### config.mk
export PLATFORM = sky130hd
export DESIGN_NAME = accum_wr_sched_flat
export DESIGN_NICKNAME = d
export VERILOG_FILES = /design/src/rtl/accum_pkg.sv /design/src/rtl/accum_wr_sched_if.sv /design/src/rtl/accum_skew_pipe.sv /design/src/rtl/accum_wr_sched.sv /design/src/flat_wrapper.sv
export SDC_FILE = /design/constraint.sdc
export NUM_CORES = 1
export LEC_CHECK = 0
export BUFFER_PORTS_ARGS = -buffer_cell sky130_fd_sc_hd__buf_2
export CAP_MARGIN = 20
export CORE_MARGIN = 2
export CORE_UTILIZATION = 40
export CTS_BUF_LIST = sky130_fd_sc_hd__clkbuf_2 sky130_fd_sc_hd__clkbuf_4 sky130_fd_sc_hd__clkbuf_8
export DETAILED_ROUTE_END_ITERATION = 12
export HOLD_SLACK_MARGIN = 0.15
export MAX_ROUTING_LAYER = met4
export PLACE_DENSITY_LB_ADDON = 0.2
export SYNTH_ARGS = -nofsm -noshare
export SYNTH_HDL_FRONTEND = slang
export SYNTH_SLANG_ARGS = --single-unit
### constraint.sdc
create_clock -name clk -period 9.7 [get_ports clk]
set_clock_uncertainty 0.2 [all_clocks]
set_input_delay 0.97 -clock clk [delete_from_list [all_inputs] [get_ports clk]]
set_output_delay 0.97 -clock clk [all_outputs]
set_load 0.05 [all_outputs]
### src/rtl/accum_pkg.sv
// Shared types for the accumulator write scheduler.
package accum_pkg;

   typedef enum logic [1:0] {IDLE, RUN, DRAIN, DONE} accum_wr_state_e;

   typedef enum logic {ACC_OVERWRITE, ACC_ACCUMULATE} accum_mode_e;

endpackage

### src/rtl/accum_wr_sched_if.sv
// Tile handshake and per-column write bus between the tile sequencer
// (master) and the accumulator write scheduler (slave).
interface accum_wr_sched_if #(
   parameter int SYS_COL   = 16,
   parameter int ACCUM_ROW = 256,
   parameter int ROW_CNT_W = 16
);
   localparam int ADDR_WIDTH = $clog2(ACCUM_ROW);

   logic                  start;
   logic [ADDR_WIDTH-1:0] base_addr;
   logic [ROW_CNT_W-1:0]  num_rows;
   logic                  acc_mode;
   logic                  valid_in;
   logic                  busy;
   logic                  done;
   logic [SYS_COL-1:0]    wr_en_out;
   logic [SYS_COL-1:0]    wr_acc_out;
   logic [ADDR_WIDTH-1:0] wr_addr_out [0:SYS_COL-1];

   modport master (
      output start, base_addr, num_rows, acc_mode, valid_in,
      input  busy, done, wr_en_out, wr_acc_out, wr_addr_out
   );

   modport slave (
      input  start, base_addr, num_rows, acc_mode, valid_in,
      output busy, done, wr_en_out, wr_acc_out, wr_addr_out
   );

endinterface

### src/rtl/accum_skew_pipe.sv
// Delay line producing SYS_COL taps of one word: tap i is the input
// delayed by i cycles, tap 0 is a straight pass-through.
module accum_skew_pipe #(
   parameter int WIDTH   = 1,
   parameter int SYS_COL = 16
) (
   input  logic             clk,
   input  logic             rstn,
   input  logic [WIDTH-1:0] din,
   output logic [WIDTH-1:0] tap [0:SYS_COL-1]
);

   // A single shared shift chain: stage i already holds din delayed i
   // cycles, which is exactly what each tap of the triangle needs.
   logic [WIDTH-1:0] stage_q [1:SYS_COL-1];

   // Shift the word one column per cycle; reset clears every stage.
   always_ff @(posedge clk) begin
      if (!rstn) begin
         for (int unsigned i = 1; i < SYS_COL; i++) begin
            stage_q[i] <= '0;
         end
      end else begin
         stage_q[1] <= din;
         for (int unsigned i = 2; i < SYS_COL; i++) begin
            stage_q[i] <= stage_q[i-1];
         end
      end
   end

   // Present the pass-through and delayed taps.
   always_comb begin
      tap[0] = din;
      for (int unsigned i = 1; i < SYS_COL; i++) begin
         tap[i] = stage_q[i];
      end
   end

endmodule

### src/rtl/accum_wr_sched.sv
// Accumulator write scheduler: walks a tile of rows from a base address
// (wrapping at ACCUM_ROW) and skews enable/mode/address across the columns
// to follow the diagonal output wavefront of the systolic array.
module accum_wr_sched
   import accum_pkg::*;
#(
   parameter int SYS_COL   = 16,
   parameter int ACCUM_ROW = 256,
   parameter int ROW_CNT_W = 16
) (
   input logic              clk,
   input logic              rstn,
   accum_wr_sched_if.slave  bus
);

   localparam int ADDR_WIDTH = $clog2(ACCUM_ROW);
   localparam int DRAIN_W    = (SYS_COL > 2) ? $clog2(SYS_COL) : 1;
   localparam int WORD_W     = ADDR_WIDTH + 2;

   localparam logic [ADDR_WIDTH-1:0] LAST_ROW   = ADDR_WIDTH'(ACCUM_ROW - 1);
   localparam logic [DRAIN_W-1:0]    DRAIN_LOAD = DRAIN_W'(SYS_COL - 2);

   accum_wr_state_e       state_q;
   accum_mode_e           mode_q;
   logic [ADDR_WIDTH-1:0] addr_q;
   logic [ROW_CNT_W-1:0]  rows_q;
   logic [ROW_CNT_W-1:0]  row_cnt_q;
   logic [DRAIN_W-1:0]    drain_cnt_q;
   logic                  busy_q;
   logic                  done_q;

   logic                  accept;
   logic [WORD_W-1:0]     col0_word;
   logic [WORD_W-1:0]     tap_word [0:SYS_COL-1];

   assign accept = (state_q == RUN) && bus.valid_in;

   // Column-0 write word {en, acc, addr}; held at zero outside RUN.
   always_comb begin
      col0_word = '0;
      if (state_q == RUN) begin
         col0_word = {bus.valid_in, (mode_q == ACC_ACCUMULATE), addr_q};
      end
   end

   // Tile sequencing FSM with registered busy/done.
   always_ff @(posedge clk) begin
      if (!rstn) begin
         state_q     <= IDLE;
         mode_q      <= ACC_OVERWRITE;
         addr_q      <= '0;
         rows_q      <= '0;
         row_cnt_q   <= '0;
         drain_cnt_q <= '0;
         busy_q      <= 1'b0;
         done_q      <= 1'b0;
      end else begin
         case (state_q)
            IDLE: begin
               if (bus.start) begin
                  addr_q    <= bus.base_addr;
                  rows_q    <= bus.num_rows;
                  mode_q    <= accum_mode_e'(bus.acc_mode);
                  row_cnt_q <= '0;
                  busy_q    <= 1'b1;
                  if (bus.num_rows == '0) begin
                     state_q <= DONE;
                     done_q  <= 1'b1;
                  end else begin
                     state_q <= RUN;
                  end
               end
            end
            RUN: begin
               if (accept) begin
                  addr_q    <= (addr_q == LAST_ROW) ? '0 : addr_q + ADDR_WIDTH'(1);
                  row_cnt_q <= row_cnt_q + ROW_CNT_W'(1);
                  if (row_cnt_q == rows_q - ROW_CNT_W'(1)) begin
                     state_q     <= DRAIN;
                     drain_cnt_q <= DRAIN_LOAD;
                  end
               end
            end
            DRAIN: begin
               if (drain_cnt_q == '0) begin
                  state_q <= DONE;
                  done_q  <= 1'b1;
               end else begin
                  drain_cnt_q <= drain_cnt_q - DRAIN_W'(1);
               end
            end
            DONE: begin
               state_q <= IDLE;
               busy_q  <= 1'b0;
               done_q  <= 1'b0;
            end
            default: begin
               state_q <= IDLE;
               busy_q  <= 1'b0;
               done_q  <= 1'b0;
            end
         endcase
      end
   end

   accum_skew_pipe #(
      .WIDTH   (WORD_W),
      .SYS_COL (SYS_COL)
   ) u_skew (
      .clk  (clk),
      .rstn (rstn),
      .din  (col0_word),
      .tap  (tap_word)
   );

   // Split each skewed tap back into the per-column bus fields.
   always_comb begin
      for (int unsigned i = 0; i < SYS_COL; i++) begin
         bus.wr_en_out[i]   = tap_word[i][WORD_W-1];
         bus.wr_acc_out[i]  = tap_word[i][WORD_W-2];
         bus.wr_addr_out[i] = tap_word[i][ADDR_WIDTH-1:0];
      end
   end

   assign bus.busy = busy_q;
   assign bus.done = done_q;

endmodule
### src/flat_wrapper.sv
// flat-port wrapper written by rule: the top's interface ports become plain ports
module accum_wr_sched_flat import accum_pkg::*;
#(
   parameter int SYS_COL   = 16,
   parameter int ACCUM_ROW = 256,
   parameter int ROW_CNT_W = 16
)
  (clk, rstn, bus_start, bus_base_addr, bus_num_rows, bus_acc_mode, bus_valid_in, bus_busy, bus_done, bus_wr_en_out, bus_wr_acc_out, bus_wr_addr_out);
  accum_wr_sched_if #(.SYS_COL(SYS_COL), .ACCUM_ROW(ACCUM_ROW), .ROW_CNT_W(ROW_CNT_W)) bus_i ();
  input logic clk;
  input logic rstn;
  input wire logic [$bits(bus_i.start)-1:0] bus_start;
  input wire logic [$bits(bus_i.base_addr)-1:0] bus_base_addr;
  input wire logic [$bits(bus_i.num_rows)-1:0] bus_num_rows;
  input wire logic [$bits(bus_i.acc_mode)-1:0] bus_acc_mode;
  input wire logic [$bits(bus_i.valid_in)-1:0] bus_valid_in;
  output wire logic [$bits(bus_i.busy)-1:0] bus_busy;
  output wire logic [$bits(bus_i.done)-1:0] bus_done;
  output wire logic [$bits(bus_i.wr_en_out)-1:0] bus_wr_en_out;
  output wire logic [$bits(bus_i.wr_acc_out)-1:0] bus_wr_acc_out;
  output wire logic [$bits(bus_i.wr_addr_out)-1:0] bus_wr_addr_out;
  assign bus_i.start = bus_start;
  assign bus_i.base_addr = bus_base_addr;
  assign bus_i.num_rows = bus_num_rows;
  assign bus_i.acc_mode = bus_acc_mode;
  assign bus_i.valid_in = bus_valid_in;
  assign bus_busy = bus_i.busy;
  assign bus_done = bus_i.done;
  assign bus_wr_en_out = bus_i.wr_en_out;
  assign bus_wr_acc_out = bus_i.wr_acc_out;
  assign bus_wr_addr_out = {>>{bus_i.wr_addr_out}};
  accum_wr_sched #(.SYS_COL(SYS_COL), .ACCUM_ROW(ACCUM_ROW), .ROW_CNT_W(ROW_CNT_W)) u_core (.clk(clk), .rstn(rstn), .bus(bus_i));
endmodule
=== After elaboration in Yosys (flattened, before gate mapping) ===
Memory sizes are Yosys's and may differ from the RTL's.
Cells that the tools add are included.
W data, S select, Z words.

* Flip-flop bits (word level): 49
* Latch bits: 0
* Bits in writable memories: 150
* ROM bits: 0
* Input port bits: 29
* Output and inout bits: 162
* Memories: 1

* Add/subtract/negate cells: 4
* Multiply operators: 0
* Divide/modulo/power cells: 0
* Order comparisons: 0
* Eq/ne operators: 11
* Shifts and indexed selects: 0
* Muxes and demuxes: 41
* Bitwise operators: 15
* Reduce and logical (&&, ||, !) cells: 14

{| class="wikitable"
|+ Memory list
! memory !! depth !! width !! read ports !! clocked after memory_dff !! write ports !! RTL line !! RTL
|-
| u_core.u_skew.stage_q || 15 || 10 || 15 || 0 || 15 || accum_skew_pipe.sv:15 || <nowiki>logic [WIDTH-1:0] stage_q [1:SYS_COL-1];</nowiki>
|}

{| class="wikitable"
|+ Operator list
! cell !! count
|-
| $mux W10 || 16
|-
| $mux W16 || 2
|-
| $pmux W16 S2 || 1
|-
| $mux W8 || 3
|-
| $add A16 B1 Y16 const B || 1
|-
| $eq A16 B16 Y1 || 1
|-
| $logic_not A16 Y1 || 1
|-
| $pmux W8 S2 || 1
|-
| $sub A16 B1 Y16 const B || 1
|-
| $or A1 B1 Y1 || 15
|-
| $mux W4 || 3
|-
| $reduce_and A4 Y1 || 3
|-
| $mux W2 || 5
|-
| $add A8 B1 Y8 const B || 1
|-
| $eq A8 B8 Y1 const B || 1
|-
| $pmux W2 S4 || 1
|-
| $pmux W4 S2 || 1
|-
| $mux W1 || 6
|-
| $ne A2 B1 Y1 const B || 3
|-
| $ne A2 B2 Y1 const B || 3
|-
| $reduce_bool A2 Y1 || 3
|-
| $eq A2 B2 Y1 const B || 2
|-
| $logic_not A4 Y1 || 1
|-
| $reduce_and A2 Y1 || 2
|-
| other kinds (8) || 8
|}

=== Depth between registers and ports, before layout ===
Gate-level depths: netlist of run 1.

* Word-level depth: 5
* Mapped depth: 11

=== Cells and area by module ===
Synthesis of run 1 repeated with hierarchy kept, for this count alone.

* Cell total of the unflattened synthesis: 704
* Area, all modules: 7056.8 um^2

{| class="wikitable"
|+ By module, submodules not included
! module !! instances !! cells each !! area each (um^2)
|-
| accum_skew_pipe || 1 || 326 || 4165.2
|-
| accum_wr_sched || 1 || 378 || 2891.5
|}

=== Least setup slack after synthesis of run 1 ===
Ideal clock, no wire load.

* Path kind: register to register
* Start: reg u_core.rows_q[5]
* End: reg u_core.drain_cnt_q[1]
* Setup time: 0.141 ns
* Arrival time: 3.230 ns
* Data required time: 9.359 ns
* Setup slack: 6.129 ns
* Stages on the path, launching flop included: 11
* Buffers on the path: 2
* Cell sequence: dfxtp_1 buf_6 or4_4 buf_6 or2_1 or4b_1 a22o_1 or4_4 or4_1 a21oi_1 a311oi_1

* Cells in the longest elaborated chain, start to end: 4

{| class="wikitable"
|+ Ends and longest elaborated chain
! item !! RTL line !! RTL
|-
| from (decl) || accum_wr_sched.sv:26 || <nowiki>logic [ROW_CNT_W-1:0] rows_q;</nowiki>
|-
| from (signal assigned) || accum_wr_sched.sv:62 || <nowiki>rows_q <= bus.num_rows;</nowiki>
|-
| $sub A16 B1 Y16 || accum_wr_sched.sv:78 || <nowiki>if (row_cnt_q == rows_q - ROW_CNT_W'(1)) begin</nowiki>
|-
| $eq A16 B16 Y1 || accum_wr_sched.sv:78 ||
|-
| $ne A2 B2 Y1 (no source line) || n/a ||
|-
| $reduce_and A4 Y1 (no source line) || n/a ||
|-
| to (signal assigned) || accum_wr_sched.sv:89 || <nowiki>drain_cnt_q <= drain_cnt_q - DRAIN_W'(1);</nowiki>
|-
| to (decl) || accum_wr_sched.sv:28 || <nowiki>logic [DRAIN_W-1:0] drain_cnt_q;</nowiki>
|}

No other way between the ends.
A chain may end at the register's enable or synchronous reset.

=== Final worst setup path of run 1 ===
* Start: reg u_core.rows_q[0]
* End: reg u_core.state_q[1]

* Cells in the longest elaborated chain, start to end: 4

{| class="wikitable"
|+ Ends and longest elaborated chain
! item !! RTL line !! RTL
|-
| $sub A16 B1 Y16 || accum_wr_sched.sv:78 ||
|-
| $eq A16 B16 Y1 || accum_wr_sched.sv:78 ||
|-
| $ne A2 B2 Y1 (no source line) || n/a ||
|-
| $reduce_and A4 Y1 (no source line) || n/a ||
|-
| to (signal assigned) || accum_wr_sched.sv:79 || <nowiki>state_q <= DRAIN;</nowiki>
|-
| to (signal assigned) || accum_wr_sched.sv:86 || <nowiki>state_q <= DONE;</nowiki>
|-
| to (signal assigned) || accum_wr_sched.sv:93 || <nowiki>state_q <= IDLE;</nowiki>
|-
| to (decl) || accum_wr_sched.sv:23 || <nowiki>accum_wr_state_e state_q;</nowiki>
|}

No other way between the ends.

==> impl_metrics.env, run 1 <==
export IMPL_period_needed_ns=3.73
export IMPL_synth_area_mm2=0.00704
export IMPL_die_h_um=137
export IMPL_layout_setup_ws_ns=5.97
export IMPL_placementRows=48
export IMPL_synthToLayoutAreaGrowth_pct=21.5
export IMPL_vdd_ir_drop_max_v=0.000252
export IMPL_via_per_inst=4.69
export IMPL_port_buffers=190
export IMPL_cp_start_kind="flop"
export IMPL_path_class="flop to flop"
export IMPL_post_cts_buffers=0
export IMPL_fill_cells=1634
export IMPL_yosysTopAreaCell="dfxtp_1"
export IMPL_place_hpwl_um=11700
export IMPL_seq_area_frac_synth_pct=56.6
export IMPL_wl_per_cell_um=14.4
export IMPL_synth_nets=753
export IMPL_clkLatencyLatePin_ns=0.46
export IMPL_critical_path_required_ns=9.87
export IMPL_drtIter0Drc=264
export IMPL_total_power_w=0.00191
export IMPL_async_flop_share_pct=0
export IMPL_critPathMaxFanout=8
export IMPL_path_cells="inv_1 > ha_1 > or4b_2 > nor4_1 > mux2i_1 > mux2i_1 > a22oi_1 > o41ai_4 > a21oi_1 > a311oi_1"
export IMPL_endpoint_kind="flop"
export IMPL_routed_wl_um=16200
export IMPL_cts_sink_count=199
export IMPL_cp_data_arrival_time_ns=3.90
export IMPL_cts_resized=0
export IMPL_setup_viol=0
export IMPL_synth_adder_area_share_pct=1.42
export IMPL_status="completed"
export IMPL_ant_nets=0
export IMPL_postLayoutCellArea_mm2=0.00855
export IMPL_synthTopCellsByArea="dfxtp_1 57%, and2_1 14%, nand2_1 3.2%"
export IMPL_cp_slowest_cell="or4b_2"
export IMPL_power_density_mw_per_mm2=223
export IMPL_yosys_area_share_simple_pct=25.4
export IMPL_antenna_found_initial=0
export IMPL_die_w_um=137
export IMPL_drc=0
export IMPL_leakagePower_nw=4.02
export IMPL_rsz0062_at_grt="no"
export IMPL_hold_class="flop to flop"
export IMPL_nNetsFinal=925
export IMPL_clk_path_buf_depth=2
export IMPL_syn_inst=716
export IMPL_clock_root_buffer="clkbuf_8"
export IMPL_pre_cts_slack_ns=6.01
export IMPL_overflow=0
export IMPL_start_util_pct=40.8
export IMPL_synth_edf_count=0
export IMPL_setup_tns_final_ns=0
export IMPL_num_vias=5283
export IMPL_finalCritPeriodShare_pct=38.5
export IMPL_crit_top_cell="mux2i_1"
export IMPL_relSlewSlack_pct=35.7
export IMPL_max_freq_ghz=0.268
export IMPL_cp_buffers_inverters=1
export IMPL_drt_pre_antenna_iters=5
export IMPL_synth_seq_cells=199
export IMPL_drive_gt1_share_pct=26.3
export IMPL_cts_tree="yes"
export IMPL_synth_top_family_by_area="simple AND/OR/NAND/NOR gates"
export IMPL_yosysUniqueCellTypes=55
export IMPL_grt_pass1_vias=4719
export IMPL_diodes=0
export IMPL_io_pin_count=191
export IMPL_yosys_warnings=0
export IMPL_grt_pass1_wl_um=25200
export IMPL_crit_path_max_incr_delay_ns=0.76
export IMPL_synth_top_cell_area_share_pct=56.6
export IMPL_core_area_mm2=0.0172
export IMPL_synth_xor_area_share_pct=4.11
export IMPL_utilization_pct=49.6
export IMPL_synth_flop_cell="dfxtp_1"
export IMPL_finalHoldViolations=0
export IMPL_path_clk_slew_ns=0.11
export IMPL_slew_viol_final=0
export IMPL_syn_avg_cell_area_um2=9.83
export IMPL_finalWeightedCongestion=0.856
export IMPL_cts_hold_buf=0
export IMPL_drv_cap=0
export IMPL_cts_htree_levels=4
export IMPL_crit_family="simple AND/OR/NAND/NOR gates"
export IMPL_synth_mux_area_share_pct=0.587
export IMPL_synth_compound_area_share_pct=8.66
export IMPL_die_area_mm2=0.0187
export IMPL_tightest_slew_ns=0.957
export IMPL_cts_inserted_buffers=17
export IMPL_postPlaceCellArea_mm2=0.00812
export IMPL_grt_max_degree=94
export IMPL_grt_usage_pct=18.0
## where the power goes
part           internal (W)  leakage, nW  total [W]  switching [W]
combinational      0.000163         2.20   0.000470       0.000307
sequential         0.000860         1.61   0.000913      0.0000529
clock              0.000213        0.210   0.000525       0.000312
## path summary, 6_finish.rpt
| path | from | endpoint | slack [ns] | cells after the start |
|---|---|---|---|---|
| worst max register to register | u_core.rows_q[0] | u_core.state_q[1] | 5.97 | 10 |
| worst min-delay path | u_core.u_skew.stage_q[0][59] | u_core.u_skew.stage_q[0][69] | 0.24 | 1 |
| worst max-delay path | u_core.rows_q[0] | u_core.state_q[1] | 5.97 | 10 |
| worst min register to register | u_core.u_skew.stage_q[0][59] | u_core.u_skew.stage_q[0][69] | 0.24 | 1 |
## flip-flops by register name, summed over array words and instances, names as in the netlist
name and cells:
u_core.u_skew.stage_q 150, u_core.bus.busy 1, u_core.row_cnt_q 16, u_core.mode_q 1, u_core.bus.done 1, u_core.state_q 2, u_core.addr_q 8, u_core.rows_q 16
u_core.drain_cnt_q 4
## cell usage in the layout, fill, tap and decap left out, types with 4 or more instances in the layout
| cell | n |
|---|---|
| nand4_1 | 9 |
| ha_1 | 8 |
| dfxtp_1 | 199 |
| nor4_1 | 7 |
| a22oi_1 | 5 |
| and2_1 | 154 |
| and3_1 | 15 |
| a311oi_1 | 4 |
| buf_2 | 189 |
| xor2_1 | 21 |
| nand2_1 | 60 |
| nor2_1 | 37 |
| a211oi_1 | 6 |
| a21oi_1 | 39 |
| inv_8 | 4 |
| nor3_1 | 10 |
| inv_1 | 14 |
| xnor2_1 | 12 |
| clkbuf_8 | 20 |
| o21ai_0 | 16 |
| nand3_1 | 8 |
| nand2b_1 | 4 |
## kinds of logic after synthesis
logic type | Yosys count
multiplexers | 4
flip-flops | 199
adder cells (fa/ha/maj) | 8
XOR/XNOR | 33
buffers and inverters | 55
AO/OA/AOI/OAI | 94
AND/OR/NAND/NOR | 323
## cell usage after synthesis, types with 3 or more instances
cell / number
o31ai_1: 3
a21oi_1: 39
dfxtp_1: 199
mux2i_1: 3
a311oi_1: 4
nand2_1: 60
and2_1: 154
nand3_1: 8
o21ai_0: 17
or3_2: 3
nor4_1: 7
or3_1: 3
inv_1: 14
ha_1: 8
nor3_1: 10
a22oi_1: 5
clkbuf_1: 36
nand4_1: 9
xor2_1: 21
nand2b_1: 4
a211oi_1: 6
xnor2_1: 12
and3_1: 15
nor2_1: 37
## metrics by stage
stage / cells / hold slack [ns]
2_1_floorplan: 716 / 0.240
3_3_place_gp: 1093 / 0.234
3_5_place_dp: 1093 / 0.237
4_1_cts: 1125 / 0.247
5_1_grt: 1126 / 0.266
6_report: 1126 / 0.244
## worst reg2reg max path: stages, from the launching register on
cell and delay (ns):
dfxtp_1 0.36, inv_1 0.07, ha_1 0.24, or4b_2 0.76, nor4_1 0.56, mux2i_1 0.16, mux2i_1 0.15, a22oi_1 0.17
o41ai_4 0.58, a21oi_1 0.12, a311oi_1 0.26
## layer usage
metal  GRT usage [%]  share of wire (%)  vias to the layer above
met2            28.0                 46                      168
met4            4.17               0.72                        0
met3            5.85                7.4                       10
li1                -                  -                     2711
met1            22.8                 46                     2394
met5               -                  0                        -
## cell type report
| type | count | area, um^2 | area share [%] |
|---|---|---|---|
| multi-input combinational | 462 | 2830 | 33.1 |
| clock inverter | 12 | 130 | 1.52 |
| clock buffer | 20 | 275 | 3.22 |
| tap | 225 | 282 | 3.29 |
| inverter | 15 | 56.3 | 0.659 |
| sequential | 199 | 3980 | 46.6 |
| timing repair buffer | 193 | 988 | 11.6 |
Note: power is estimated with default switching activity, not from simulation.
==> inputs of run 2 (changes only) <==
Settings changed: ABC_AREA set to 1.
Clock period 9.7 ns to 3.5 ns, I/O delays scaled along.
==> run 2 against run 1 <==
  * Final cell count up 22%
  * Critical path depth up 4
  * Clock power rose to 2.9 times the previous value
  * Design area up 6.4%
  * Utilization up 1.5 points
  * Synthesized cell count up 29%
  * Largest power group unchanged
==> impl_metrics.env, run 2 <==
export IMPL_status="completed"
export IMPL_start_util_pct=40.4
export IMPL_path_clk_slew_ns=0.11
export IMPL_postLayoutCellArea_mm2=0.00909
export IMPL_die_w_um=138
export IMPL_final_cells=1378
export IMPL_synthTopCellsByArea="dfxtp_1 55%, nand2_1 12%, inv_1 10%"
export IMPL_cp_start_kind="flop"
export IMPL_path_class="flop to flop"
export IMPL_max_freq_ghz=0.360
export IMPL_synth_most_common_cell="nand2_1"
export IMPL_grt_pass1_wl_um=26800
export IMPL_antenna_found_initial=0
export IMPL_place_hpwl_um=11500
export IMPL_layout_common_cells="237 x nand2_1, 199 x dfxtp_1, 198 x inv_1"
export IMPL_clock_root_buffer="clkbuf_8"
export IMPL_die_area_mm2=0.0191
export IMPL_diodes=0
export IMPL_die_h_um=138
export IMPL_slew_viol_final=0
export IMPL_dp_cells=1316
export IMPL_setup_tns_final_ns=0
export IMPL_total_power_w=0.00512
export IMPL_vdd_ir_drop_max_v=0.000369
export IMPL_postPlaceCellArea_mm2=0.00836
export IMPL_regMostFlops="u_core.u_skew.stage_q"
export IMPL_drive_gt1_share_pct=21.7
export IMPL_crit_end="u_core.row_cnt_q[15]"
export IMPL_drt_pre_antenna_iters=5
export IMPL_setup_viol=0
export IMPL_yosys_warnings=0
export IMPL_nNetsFinal=1173
export IMPL_drv_cap=0
export IMPL_finalCritPeriodShare_pct=79.3
export IMPL_io_pin_count=191
export IMPL_async_flop_share_pct=0
export IMPL_routed_wl_um=16100
export IMPL_period_needed_ns=2.77
export IMPL_biggestRegsByFlops="u_core.u_skew.stage_q: 150 flops, u_core.row_cnt_q: 16 flops, u_core.rows_q: 16 flops"
export IMPL_regToRegStartpoint="u_core.state_q[1]"
export IMPL_post_cts_buffers=0
export IMPL_worstRegToRegCells=14
export IMPL_synth_edf_count=0
export IMPL_critical_path_required_ns=3.65
export IMPL_overflow=0
export IMPL_cts_sink_count=199
export IMPL_placementRows=49
export IMPL_via_per_inst=4.35
export IMPL_synthTopCellsByCount="237 x nand2_1, 199 x dfxtp_1, 198 x inv_1"
export IMPL_synthToLayoutAreaGrowth_pct=26.5
export IMPL_leakagePower_nw=5.46
export IMPL_cts_tree="yes"
export IMPL_port_buffers=190
export IMPL_finalHoldViolations=0
export IMPL_seq_area_frac_synth_pct=55.4
export IMPL_final_common_cell="nand2_1"
export IMPL_yosysUniqueCellTypes=43
export IMPL_relSlewSlack_pct=54.1
export IMPL_grt_usage_pct=17.6
export IMPL_synth_nets=958
export IMPL_clk_path_buf_depth=2
export IMPL_hold_class="flop to flop"
export IMPL_grt_max_degree=166
export IMPL_ant_nets=0
export IMPL_rrSetupSlack_ns=0.73
export IMPL_wl_per_cell_um=11.7
export IMPL_rsz0062_at_grt="no"
export IMPL_cts_inserted_buffers=17
export IMPL_largest_reg_flops=150
export IMPL_syn_avg_cell_area_um2=7.80
export IMPL_num_vias=5995
export IMPL_cts_hold_buf=30
export IMPL_drtIter0Drc=307
export IMPL_cts_htree_levels=4
export IMPL_tightest_slew_ns=0.689
export IMPL_cp_data_arrival_time_ns=2.92
export IMPL_worstSetupStartpoint="u_core.state_q[1]"
export IMPL_synth_area_mm2=0.00719
export IMPL_synth_seq_cells=199
export IMPL_finalWeightedCongestion=0.840
export IMPL_critPathMaxFanout=18
export IMPL_grt_pass1_vias=5505
export IMPL_syn_inst=921
export IMPL_synth_flop_cell="dfxtp_1"
export IMPL_timing_rr_end="u_core.row_cnt_q[15]"
export IMPL_drc=0
export IMPL_synth_top_cell_area_share_pct=55.4
export IMPL_clkLatencyLatePin_ns=0.46
export IMPL_core_area_mm2=0.0178
export IMPL_endpoint_kind="flop"
export IMPL_yosysTopAreaCell="dfxtp_1"
export IMPL_holdWs_ns=0.221
export IMPL_power_density_mw_per_mm2=563
export IMPL_cts_resized=0
[run 2: worst min-delay path by stage]
stage | start | to | slack [ns] | cells after the start
final | u_core.u_skew.stage_q[0][57] | u_core.u_skew.stage_q[0][67] | 0.22 | 2
after global routing | u_core.u_skew.stage_q[0][57] | u_core.u_skew.stage_q[0][67] | 0.23 | 2
after CTS | u_core.u_skew.stage_q[0][61] | u_core.u_skew.stage_q[0][71] | 0.22 | 2
after detailed placement | u_core.u_skew.stage_q[0][82] | u_core.u_skew.stage_q[0][92] | 0.21 | 2
after global placement | u_core.u_skew.stage_q[0][84] | u_core.u_skew.stage_q[0][94] | 0.21 | 2
after floorplan | u_core.addr_q[3] | u_core.u_skew.stage_q[0][13] | 0.23 | 2
[run 2: cell type report]
cell class	instances	area, um^2
clock buffer	17	234
clock inverter	15	199
fill	1784	8690
inverter	205	772
multi-input combinational	490	2320
sequential	199	3980
tap	229	287
timing repair buffer	223	1290
[run 2: cells by family (layout without fill, tap and decap cells)]
logic type,Yosys count,count (layout),share of synthesized area (%)
fa+ha+maj,8,8,1.39
compound gates,96,96,7.49
flops,199,199,55.4
simple gates,374,374,22.0
xor+xnor,12,12,1.46
buf+inv,232,460,12.2
[run 2: per-stage QoR]
| stage | utilization [%] | worst slack [ns] |
|---|---|---|
| 2_1_floorplan | - | 1.46 |
| 3_3_place_gp | 47.0 | 0.810 |
| 3_5_place_dp | 47.0 | 0.739 |
| 4_1_cts | 51.1 | 0.717 |
| 5_1_grt | 51.1 | 0.383 |
| 6_report | 51.1 | 0.726 |
[run 2: where the power goes]
part	total (W)	switching [W]	internal [W]	leakage (nW)
Clock	0.00154	0.000919	0.000624	0.219
Combinational	0.00108	0.000722	0.000354	3.63
Sequential	0.00250	0.000111	0.00238	1.61
[run 2: layer usage]
layer / up-vias / global-route usage [%] / share of wire [%]
met5: - / - / 0
met4: 0 / 6.71 / 2.5
met3: 26 / 3.95 / 5.2
met2: 179 / 27.0 / 44
met1: 2589 / 22.7 / 48
li1: 3201 / - / -
[run 2: worst max-delay path, stage by stage (launching register included)]
cell	delay (ns)
dfxtp_1	0.35
inv_1	0.09
ha_1	0.54
nand2_1	0.22
o21ai_2	0.11
nand2_2	0.22
inv_4	0.17
nand2_1	0.09
inv_1	0.09
nand3_1	0.08
inv_1	0.10
nand2_1	0.08
nor2_1	0.12
and3_1	0.16
nor3_1	0.04
==> inputs of run 3 (changes only) <==
Clock period 3.5 ns to 2.3 ns, I/O delays scaled along.
==> run 3 against run 2 <==
  * Die area did not move
  * Routed wire length rose by 5.4%
  * Sequential power rose by 52%
  * Non-clock buffer count rose by 29
  * Design area rose by 4.1%
  * Global-route usage rose by 0.84 points
  * Largest power group unchanged
  * Worst hold slack improved by 0.0078 ns
  * Largest cell class unchanged
  * Clock-buffer cell count did not move
  * Critical path type unchanged
  * First-iteration DRC count fell by 17%
==> impl_metrics.env, run 3 (same netlist as run 2, synthesis figures left out) <==
export IMPL_clkLatencyLatePin_ns=0.47
export IMPL_drive_gt1_share_pct=23.6
export IMPL_cp_buffers_inverters=3
export IMPL_antenna_found_initial=0
export IMPL_grt_max_degree=72
export IMPL_drc=0
export IMPL_fill_cells=1754
export IMPL_die_w_um=138
export IMPL_leakagePower_nw=5.60
export IMPL_min_to="u_core.u_skew.stage_q[0][127]"
export IMPL_p_seq_share_pct=47.7
export IMPL_drv_cap=0
export IMPL_ant_nets=0
export IMPL_clk_path_buf_depth=2
export IMPL_path_clk_slew_ns=0.11
export IMPL_rrSetupSlack_ns=0.13
export IMPL_cp_depth=7
export IMPL_crit_path_max_incr_delay_ns=0.59
export IMPL_max_freq_ghz=0.460
export IMPL_multi_input_area_mm2=0.00241
export IMPL_diodes=0
export IMPL_cp_data_arrival_time_ns=2.33
export IMPL_finalHoldViolations=0
export IMPL_p_switching_w=0.00281
export IMPL_cp_slowest_cell="dlygate4sd3_1"
export IMPL_internal_power_w=0.00518
export IMPL_slew_viol_final=0
export IMPL_placementRows=49
export IMPL_core_area_mm2=0.0178
export IMPL_endpoint_kind="flop"
export IMPL_path_class="flop to flop"
export IMPL_hold_class="flop to flop"
export IMPL_holdWs_ns=0.229
export IMPL_critPathMaxFanout=28
export IMPL_crit_family="buffers and inverters"
export IMPL_cts_sink_count=199
export IMPL_nNetsFinal=1203
export IMPL_largest_reg_flops=150
export IMPL_via_per_inst=4.41
export IMPL_finalCritPeriodShare_pct=94.5
export IMPL_worstRegToRegCells=7
export IMPL_status="completed"
export IMPL_layout_common_cells="236 x nand2_1, 196 x inv_1, 196 x dfxtp_1"
export IMPL_drt_pre_antenna_iters=4
export IMPL_relSlewSlack_pct=65.3
export IMPL_grt_usage_pct=18.4
export IMPL_cts_htree_levels=4
export IMPL_path_cells="inv_1 > ha_2 > nand2_1 > buf_4 > o21ai_0 > dlygate4sd3_1 > a21oi_1"
export IMPL_clock_root_buffer="clkbuf_8"
export IMPL_io_pin_count=191
export IMPL_finalWeightedCongestion=0.865
export IMPL_wl_per_cell_um=12.0
export IMPL_die_area_mm2=0.0191
export IMPL_total_power_w=0.00799
export IMPL_grt_pass1_wl_um=28000
export IMPL_port_buffers=190
export IMPL_power_density_mw_per_mm2=844
export IMPL_switching_share_pct=35.2
export IMPL_p_comb_share_pct=23.6
export IMPL_worstHoldPathCells=2
export IMPL_critical_path_required_ns=2.45
export IMPL_regToRegStartpoint="u_core.state_q[1]"
export IMPL_min_from="u_core.u_skew.stage_q[0][117]"
export IMPL_tightest_slew_ns=0.515
export IMPL_period_needed_ns=2.17
export IMPL_biggestRegsByFlops="u_core.u_skew.stage_q: 150 flops, u_core.row_cnt_q: 16 flops, u_core.rows_q: 16 flops"
export IMPL_overflow=0
export IMPL_cts_inserted_buffers=17
export IMPL_place_hpwl_um=12200
export IMPL_cts_tree="yes"
export IMPL_die_h_um=138
export IMPL_regMostFlops="u_core.u_skew.stage_q"
export IMPL_cp_start_kind="flop"
export IMPL_final_common_cell="nand2_1"
export IMPL_num_vias=6213
export IMPL_grt_pass1_vias=5736
export IMPL_drtIter0Drc=255
export IMPL_final_seq_area_mm2=0.00399
export IMPL_setup_viol=0
export IMPL_vdd_ir_drop_max_v=0.000562
export IMPL_start_util_pct=40.4
export IMPL_routed_wl_um=16900
export IMPL_clock_power_share_pct=28.7
export IMPL_synthToLayoutAreaGrowth_pct=31.7
export IMPL_timing_rr_end="u_core.rows_q[8]"
run 3: metal layers:
metal | global-route usage [%] | wire [um] | up-vias | share of wire (%)
li1 | - | - | 3238 | -
met1 | 23.1 | 7970 | 2783 | 47
met2 | 29.8 | 7900 | 173 | 47
met3 | 4.02 | 808 | 19 | 4.8
met4 | 5.80 | 249 | 0 | 1.5
met5 | - | 0 | - | 0
run 3: layout make-up:
class	instances	area share, %
multi-input combinational	491	25.5
inverter	205	8.16
timing repair buffer	252	16.6
tap	229	3.03
sequential	199	42.2
clock inverter	15	2.09
clock buffer	17	2.47
run 3: timing repair:
item | 4_1_cts | 5_1_grt
endpoints found under the setup margin | 12 | 31
gates cloned | 1 | 0
buffers inserted | 0 | 1
gates resized for setup | 1 | 26
hold buffers | 46 | 0
endpoints found under the hold margin | 51 | 0
pin swaps | 1 | 4
run 3: worst min-delay path, stage by stage, from the launching register on:
cell and delay, ns:
dfxtp_1 0.32, nand2_1 0.06, inv_1 0.03
run 3: how the worst max path moves through the flow:
stage / to / startpoint / slack, ns
3_5_place_dp: u_core.drain_cnt_q[2] / u_core.rows_q[1] / 0.007
6_report: u_core.rows_q[8] / u_core.state_q[1] / 0.13
2_1_floorplan: u_core.drain_cnt_q[1] / u_core.rows_q[0] / 0.26
5_1_grt: u_core.drain_cnt_q[1] / u_core.rows_q[0] / -0.004
4_1_cts: bus_wr_addr_out[120] / u_core.state_q[1] / 0.003
3_3_place_gp: u_core.drain_cnt_q[1] / u_core.rows_q[1] / 0.05
run 3: through the flow:
stage | worst slack, ns | cells | util (%) | TNS, ns | area [um^2]
floorplan | 0.260 | 921 | - | 0 | 7190
global placement | 0.0466 | 1328 | 47.6 | 0 | 8460
detailed placement | 0.00736 | 1328 | 47.6 | 0 | 8460
CTS | 0.00268 | 1407 | 52.7 | 0 | 9360
global route | -0.00434 | 1408 | 53.2 | -0.00434 | 9460
finish | 0.127 | 1408 | 53.2 | 0 | 9460
run 3: power by group through the flow:
stage | registers, W | clock network (W) | logic (W)
floorplan | 0.00396 | 0 | 0.00116
global placement | 0.00388 | 0 | 0.00168
detailed placement | 0.00388 | 0 | 0.00169
CTS | 0.00380 | 0.00237 | 0.00180
global route | 0.00384 | 0.00250 | 0.00210
finish | 0.00381 | 0.00229 | 0.00189
